## config.mk

```make
export PLATFORM = sky130hd
export DESIGN_NAME = valid_ready_reorder_buffer
export DESIGN_NICKNAME = d
export VERILOG_FILES = /design/src/rtl/valid_ready_reorder_buffer.sv
export SDC_FILE = /design/constraint.sdc
export NUM_CORES = 1
export LEC_CHECK = 0
export BUFFER_PORTS_ARGS = -buffer_cell sky130_fd_sc_hd__buf_4
export CAP_MARGIN = 20
export CORE_MARGIN = 4
export CORE_UTILIZATION = 30
export CTS_CLUSTER_DIAMETER = 200
export DETAILED_ROUTE_END_ITERATION = 16
export GPL_ROUTABILITY_DRIVEN = 1
export RECOVER_POWER = 50
export SLEW_MARGIN = 10
export SYNTH_ARGS = -nofsm -noshare
export SYNTH_HDL_FRONTEND = slang
export SYNTH_SLANG_ARGS = --single-unit
```

## constraint.sdc

```tcl
create_clock -name clock -period 4.1 [get_ports clock]
set_input_delay 0.205 -clock clock [delete_from_list [all_inputs] [get_ports clock]]
set_output_delay 0.205 -clock clock [all_outputs]
set_load 0.02 [all_outputs]
```

## src/rtl/valid_ready_reorder_buffer.sv

```systemverilog
// -----------------------------------------------------------------------------
// valid_ready_reorder_buffer
//
// Restores issue order for transactions whose responses come back out of
// order. A requester reserves a slot in order and carries the granted index as
// a tag. The response is later written back by that index, in any order. The
// read side releases data strictly in reservation order, as soon as the oldest
// reserved entry has been filled.
//
// Ports
//   clock          rising-edge clock
//   resetn         asynchronous active-low reset
//   full / empty   occupancy flags, decoded from the registered count
//   reserve_*      reserve handshake; reserve_index is the granted slot
//   write_*        response write-back by index; write_error flags a dropped
//                  write (index out of range, not reserved, or already filled)
//   read_*         in-order drain of the oldest entry
// -----------------------------------------------------------------------------
module valid_ready_reorder_buffer #(
  parameter int WIDTH       = 8,
  parameter int DEPTH       = 8,
  parameter int INDEX_WIDTH = $clog2(DEPTH)
) (
  input  logic                   clock,
  input  logic                   resetn,
  output logic                   full,
  output logic                   empty,
  input  logic                   reserve_valid,
  output logic                   reserve_ready,
  output logic [INDEX_WIDTH-1:0] reserve_index,
  input  logic                   write_valid,
  input  logic [INDEX_WIDTH-1:0] write_index,
  input  logic [WIDTH-1:0]       write_data,
  output logic                   write_ready,
  output logic                   write_error,
  output logic                   read_valid,
  output logic [WIDTH-1:0]       read_data,
  input  logic                   read_ready
);

  localparam int CNT_WIDTH = $clog2(DEPTH + 1);
  localparam logic [INDEX_WIDTH-1:0] LAST_IDX  = INDEX_WIDTH'(DEPTH - 1);
  localparam logic [INDEX_WIDTH:0]   DEPTH_IDX = (INDEX_WIDTH + 1)'(DEPTH);
  localparam logic [CNT_WIDTH-1:0]   DEPTH_CNT = CNT_WIDTH'(DEPTH);

  logic [DEPTH-1:0]       r_reserved;
  logic [DEPTH-1:0]       r_filled;
  logic [WIDTH-1:0]       r_data [DEPTH];
  logic [INDEX_WIDTH-1:0] r_res_ptr;
  logic [INDEX_WIDTH-1:0] r_rd_ptr;
  logic [CNT_WIDTH-1:0]   r_count;

  logic w_reserve_hs;
  logic w_read_hs;
  logic w_index_ok;
  logic w_write_ok;

  // Pointers wrap at DEPTH-1, so non-power-of-two depths never produce an
  // index >= DEPTH.
  function automatic logic [INDEX_WIDTH-1:0] f_next(input logic [INDEX_WIDTH-1:0] p);
    return (p == LAST_IDX) ? '0 : p + 1'b1;
  endfunction

  assign full          = (r_count == DEPTH_CNT);
  assign empty         = (r_count == '0);
  assign reserve_ready = ~full;
  assign reserve_index = r_res_ptr;
  assign write_ready   = 1'b1;

  // A write is legal only into a reserved, still-unfilled slot. The slot being
  // reserved this cycle is not yet reserved, and the head being read is
  // already filled, so both same-cycle collisions are flagged here without any
  // extra logic.
  assign w_index_ok  = ({1'b0, write_index} < DEPTH_IDX);
  assign w_write_ok  = write_valid & w_index_ok & r_reserved[write_index] & ~r_filled[write_index];
  assign write_error = write_valid & ~w_write_ok;

  // Head-of-line: only the read-pointer entry is visible. Filled entries
  // behind an unfilled head stay hidden. An empty buffer has no filled flags,
  // so read_valid is low then.
  assign read_valid = r_filled[r_rd_ptr];
  assign read_data  = r_data[r_rd_ptr];

  assign w_reserve_hs = reserve_valid & reserve_ready;
  assign w_read_hs    = read_valid & read_ready;

  // NOTE: sequential state uses non-blocking assignments only, so every
  // update below sees the pre-edge values and statement order does not matter.
  always_ff @(posedge clock or negedge resetn) begin
    if (!resetn) begin
      r_reserved <= '0;
      r_filled   <= '0;
      r_res_ptr  <= '0;
      r_rd_ptr   <= '0;
      r_count    <= '0;
      // NOTE: the data array is reset as well, because read_data must read
      // zero straight out of reset. A reset-free RAM would leave it undefined.
      for (int i = 0; i < DEPTH; i++) r_data[i] <= '0;
    end else begin
      if (w_reserve_hs) begin
        r_reserved[r_res_ptr] <= 1'b1;
        r_filled[r_res_ptr]   <= 1'b0;
        r_res_ptr             <= f_next(r_res_ptr);
      end
      if (w_write_ok) begin
        r_filled[write_index] <= 1'b1;
        r_data[write_index]   <= write_data;
      end
      // The reserve slot is never the read slot here: equal pointers mean
      // empty (no read) or full (no reserve).
      if (w_read_hs) begin
        r_reserved[r_rd_ptr] <= 1'b0;
        r_filled[r_rd_ptr]   <= 1'b0;
        r_rd_ptr             <= f_next(r_rd_ptr);
      end
      unique case ({w_reserve_hs, w_read_hs})
        2'b10:   r_count <= r_count + CNT_WIDTH'(1);
        2'b01:   r_count <= r_count - CNT_WIDTH'(1);
        default: r_count <= r_count;
      endcase
    end
  end

endmodule

```

# After elaboration in Yosys (flattened, before gate mapping)
# Index checks and enable logic that the tools add are counted.
[totals]
wordCells = 80
register_bits = 90
out_inout_bits = 17
[classes]
reduce_logical = 6
n_mux = 26
order_cmp = 9
add_sub_neg = 4
n_bitwise = 17
n_eq_ne = 5
[ops]
columns = ["op", "count"]
rows = [
  ["bitwise mux 64 bit", 1],
  ["2-to-1 mux 8 bit", 8],
  ["AND 8 bit", 3],
  ["binary-select mux 8 bit (select 3 bit)", 1],
  ["demux 8 bit (select 3 bit)", 1],
  ["inverter 8 bit", 2],
  ["OR 8 bit", 2],
  ["less-than comparator 3 x 4 -> 1 bit, second input constant", 3],
  ["binary-select mux 1 bit (select 3 bit)", 3],
  ["demux 1 bit (select 3 bit)", 3],
  ["greater-or-equal comparator 3 x 1 -> 1 bit, second input constant", 3],
  ["greater-or-equal comparator 4 bit, second input constant", 2],
  ["inverter 3 -> 4 bit", 2],
  ["case mux 4 bit (2 select lines)", 1],
  ["adder 3 x 1 -> 3 bit, second input constant", 2],
  ["equality test 3 bit, second input constant", 2],
  ["2-to-1 mux 1 bit", 6],
  ["2-to-1 mux 3 bit", 2],
  ["AND 1 bit", 5],
  ["adder 4 x 1 -> 4 bit, second input constant", 1],
  ["equality test 4 bit, second input constant", 1],
  ["logical AND 1 bit", 4],
  ["zero test 4 bit", 1],
  ["less-than comparator 4 x 1 -> 1 bit, second input constant", 1],
  ["5 further kinds", 7],
]

# Longest topological paths before layout
[depth]
ltp_word = 11
ltp_mapped = 12
ltp_nobuf = 11

# Worst setup path before layout
# OpenSTA, ideal clock, no wires.
[synth_path]
path_type = "flip-flop to flip-flop"
from = "register r_count[1]"
to = "register r_count[2]"
n_path_buf = 2
path_stages_with_launch = 12
t_required_ns = 3.975
setup_slack_ns = 1.372
synth_period_minus_slack_ns = 2.728
t_arrival_ns = 2.603
setup_ns = 0.125
cell_sequence = "dfrtp_1 -> clkbuf_1 -> or4b_2 -> nand2_1 -> buf_2 -> ha_1 -> xor2_1 -> ha_1 -> a21oi_1 -> xor2_1 -> nor2_1 -> xor2_1"
[synth_via]
elab_chain_len = 5
elab_cells_between_ends = 9
cone_classes = "2 x add/sub; 3 x eq/ne; 1 x mux; 2 x bitwise; 1 x reduce/logical"
[synth_lines]
columns = ["item", "line_no", "text"]
rows = [
  ["start: declaration", "51", "logic [CNT_WIDTH-1:0] r_count;"],
  ["start signal: assignment", "117", "2'b10: r_count <= r_count + CNT_WIDTH'(1);"],
  ["start signal: assignment", "118", "2'b01: r_count <= r_count - CNT_WIDTH'(1);"],
  ["start signal: assignment", "119", "default: r_count <= r_count;"],
  ["equality test 4 bit *", "64", "assign full = (r_count == DEPTH_CNT);"],
  ["inverter 1 bit *", "66", "assign reserve_ready = ~full;"],
  ["named net reserve_ready", "29", "output logic reserve_ready,"],
  ["AND 1 bit *", "84", "assign w_reserve_hs = reserve_valid & reserve_ready;"],
  ["equality test 2 x 1 -> 1 bit / equality test 2 bit (equally long branches)", "116", "unique case ({w_reserve_hs, w_read_hs})"],
  ["case mux 4 bit (2 select lines) / nonzero test 2 bit (equally long branches)", "-", ""],
]
# The timed path passes the listed nets; every way through them passes the cells marked *.
# A chain may end at the register's enable or synchronous reset.

# Final worst setup path
[layout_path]
from = "register r_rd_ptr[2]"
to = "register r_count[2]"
[layout_via]
elab_chain_len = 5
elab_cells_between_ends = 7
cone_classes = "2 x eq/ne; 3 x mux; 1 x bitwise; 1 x reduce/logical"
[layout_lines]
columns = ["item", "line_no", "text"]
rows = [
  ["start: declaration", "50", "logic [INDEX_WIDTH-1:0] r_rd_ptr;"],
  ["start signal: assignment", "114", "r_rd_ptr <= f_next(r_rd_ptr);"],
  ["binary-select mux 1 bit (select 3 bit) *", "81", "assign read_valid = r_filled[r_rd_ptr];"],
  ["2-to-1 mux 1 bit (implied by the code) *", "81", ""],
  ["AND 1 bit *", "85", "assign w_read_hs = read_valid & read_ready;"],
  ["equality test 2 x 1 -> 1 bit / equality test 2 bit (equally long branches)", "116", ""],
  ["case mux 4 bit (2 select lines) / nonzero test 2 bit (equally long branches)", "-", ""],
]
# Mark *: on every way between the ends. The rest lies on a longest branch, timed or not. The select of a mux whose other input is x is not followed.

==> results.yml <==
sta:
  hold_violations: 0
  clock.fmax_mhz: 287
  fin_tns_setup_ps: 0
  slew_headroom_pct: -100
  slew_violations: 56
  period_minus_slack_ps: 3480
  worst_clock_skew_ps: 6.06
  fin_crit_sh_pct: 84.9
  tightest_slew_ps: 3000
  rsz0062_at_grt: "no"
  finalSetupViolCount: 0
global_route:
  grt_start_max_net_pins: 56
  grt_usage_pct: 12.8
  gr-total-overflow: 0
  antenna_found_initial: 0
  grt_pass1_wl_um: 17400
  first_global_vias: 3149
clocking:
  clk_pin_slew_ps: 60
  clockBufferDepth: 2
  cts_resized: 0
  h-tree-depth: 3
  postCtsSetupBuffers: 0
  cts-root-buf: "clkbuf_16"
  clkLatencyLatePin_ps: 350
  cts.hold.buffers_added: 1
  numCtsBuffers: 9
  cts_tree: "done"
  cts_sinks: 90
min_path:
  hp-class: "input port to flop"
  hold_path.startpoint: "write_data[6]"
worst_setup_path:
  worstSetupPathType: "flop to flop"
  critPathBufInv: 1
  slowest_delay_ps: 810
  crit_chain: "nor2_1, a32o_1, o31ai_1, inv_1, ha_1, xor2_1, ha_1, a21oi_1, xor2_1, nor2_1, xor2_1"
  rr_startpoint: "r_rd_ptr[2]$_DFFE_PN0N_"
  cp.arrival_ps: 3710
  cp_slowest_cell: "dfrtp_1"
  end_kind: "flop"
  startpoint: "r_rd_ptr[2]$_DFFE_PN0N_"
  start_kind: "flop"
  cp_top_family: "compound AO/OA/AOI/OAI gates"
  path_common_cell: "xor2_1"
  critical_path.max_fanout: 20
  crit_required_ps: 4330
finish:
  final_cells: 576
  fin_nets: 411
  drive_gt1_share_pct: 32.9
  area.growth.synth_to_final_pct: 14.8
  antenna-diode-count: 0
  design_area_um2: 5230
pwr:
  p_leak_nw: 2.29
  vdd_drop_max_mv: 0.302
  power_density_nw_per_um2: 821
logic_synthesis:
  syn_nets: 386
  yosysSeqAreaShare_pct: 49.4
  ys_ff_latch: 90
  yosysMostFrequentCell: "dfrtp_1"
  synth_ff_type: "dfrtp_1"
  yosys.area.top_type: "dfrtp_1"
  synth_area_um2: 4560
  synthTopCellsByCount: "dfrtp_1 (90), mux2_2 (68), nand2_1 (15)"
  yosysTopAreaCellShare_pct: 49.4
  yosysWarnings: 0
  syn_area_per_cell_um2: 12.5
  synth_edf_count: 0
  synth.distinct_cells: 61
  syn_inst: 363
  synthArstFlopShare_pct: 100
  synth_top_cells_by_area: "dfrtp_1 (49%), mux2_2 (17%), mux2_4 (2.6%)"
route:
  drt-vias-per-instance: 5.31
  dr.pass1.iters: 4
  drc: 0
  post_drt_wl_per_cell_um: 18.3
  vias: 3061
  drt_wl_total_um: 10500
  first_iter_violations: 200
  drtAntennaViolNets: 0
floorplan:
  io_pins: 33
  die_h_um: 131
  die_area_um2: 17200
  die_x_um: 131
  num_rows: 44
  initial_core_util_pct: 31.0
  core_um2: 14700
outcome:
  outcome: "finished with violations"
  violations: "max-capacitance violations, max-slew violations"
placed_design:
  dpl-instance-area_um2: 4950
  place_inst: 560
  dp_hpwl_um: 7120
  io_buffers: 31
  gp_congestion: 0.833
job:
  drv_cap: 1
## layout make-up
type	count	area (um2)
fillers	1447	9470
flip-flops and latches	90	2250
multi-input cells	246	2190
repair buffers	36	254
clock buffers	12	246
well taps	184	230
clock inverters	3	40.0
inverters	5	18.8
## worst register-to-register path: cells and delay by family, from the launching register on
kind,cells,cell delay (ps)
simple gates,2,290
flops,1,810
compound gates,3,1120
fa+ha+maj,2,490
buf+inv,1,190
xor+xnor,3,460
## cell usage in the layout (no fill, tap or decap), types with 3 or more instances in the layout
| master | netlist | final |
|---|---|---|
| dfrtp_1 | 90 | 90 |
| mux2_2 | 68 | 68 |
| buf_4 | 1 | 30 |
| nand2_1 | 15 | 15 |
| nor2_1 | 12 | 12 |
| nor2b_1 | 10 | 10 |
| mux2i_1 | 10 | 10 |
| clkbuf_16 | 0 | 9 |
| o21ai_0 | 8 | 8 |
| a21oi_1 | 8 | 8 |
| mux2_4 | 8 | 8 |
| ha_1 | 7 | 7 |
| clkbuf_1 | 9 | 7 |
| o22a_1 | 6 | 6 |
| nand3_1 | 6 | 6 |
| inv_1 | 5 | 5 |
| mux4_2 | 5 | 5 |
| nand2b_1 | 5 | 5 |
| a221oi_1 | 5 | 5 |
| nor3_1 | 4 | 4 |
| a2bb2oi_1 | 4 | 4 |
| xor2_1 | 4 | 4 |
| o31ai_1 | 3 | 3 |
| and3_1 | 3 | 3 |
| or3_1 | 3 | 3 |
| o22ai_1 | 3 | 3 |
## state kept, by name (all words and copies together), names as in the netlist
name,cells
r_count,4
r_data,64
r_filled,8
r_rd_ptr,3
r_reserved,8
reserve_index,3
## stage by stage
stage / utilization [%] / hold WS (ps) / setup slack (ps) / power, mW
after floorplan: - / -90.6 / 1370 / 2.94
after global placement: 33.7 / 298 / 800 / 3.47
after detailed placement: 33.7 / 315 / 695 / 3.53
after CTS: 35.7 / 143 / 611 / 4.37
after global routing: 35.6 / 153 / 292 / 4.61
final: 35.6 / 154 / 619 / 4.29
## per-layer routing
metal / vias up / wire, um / global-route usage, % / part of all wire (%)
met5: - / 0 / 0 / 0
met2: 75 / 4670 / 18.7 / 44
met3: 15 / 652 / 4.20 / 6.2
met4: 0 / 180 / 4.67 / 1.7
met1: 1566 / 5040 / 17.7 / 48
li1: 1405 / - / - / -
## power breakdown
group          internal [mW]  leakage (nW)  total [mW]  switching [mW]
Combinational          0.939          1.06        1.80           0.856
Sequential              1.32          1.09        1.69           0.367
Clock                  0.484         0.142       0.812           0.328
Total                   2.74          2.29        4.29            1.55
## cells by family (layout without fill, tap and decap cells)
kind of cell | count (synthesis) | count (layout) | share of synthesized area [%]
flops | 90 | 90 | 49.4
mux | 92 | 92 | 24.7
compound gates | 62 | 62 | 10.2
xor+xnor | 5 | 5 | 0.961
other cells | 1 | 1 | 0.0823
simple gates | 79 | 79 | 10.0
buf+inv | 27 | 56 | 2.72
fa+ha+maj | 7 | 7 | 1.92
## worst paths after layout
path	end	slack, ps	cells after the start
min in group asynchronous	r_data[13]$_DFFE_PN0P_	1400	2
max in group asynchronous	r_data[50]$_DFFE_PN0P_	980	3
min	r_data[30]$_DFFE_PN0P_	150	2
min reg2reg	r_count[3]$_DFFE_PN0P_	480	1
max	r_count[2]$_DFFE_PN0P_	620	11
max reg2reg	r_count[2]$_DFFE_PN0P_	620	11
No activity file was read; power rests on OpenSTA's default activity.
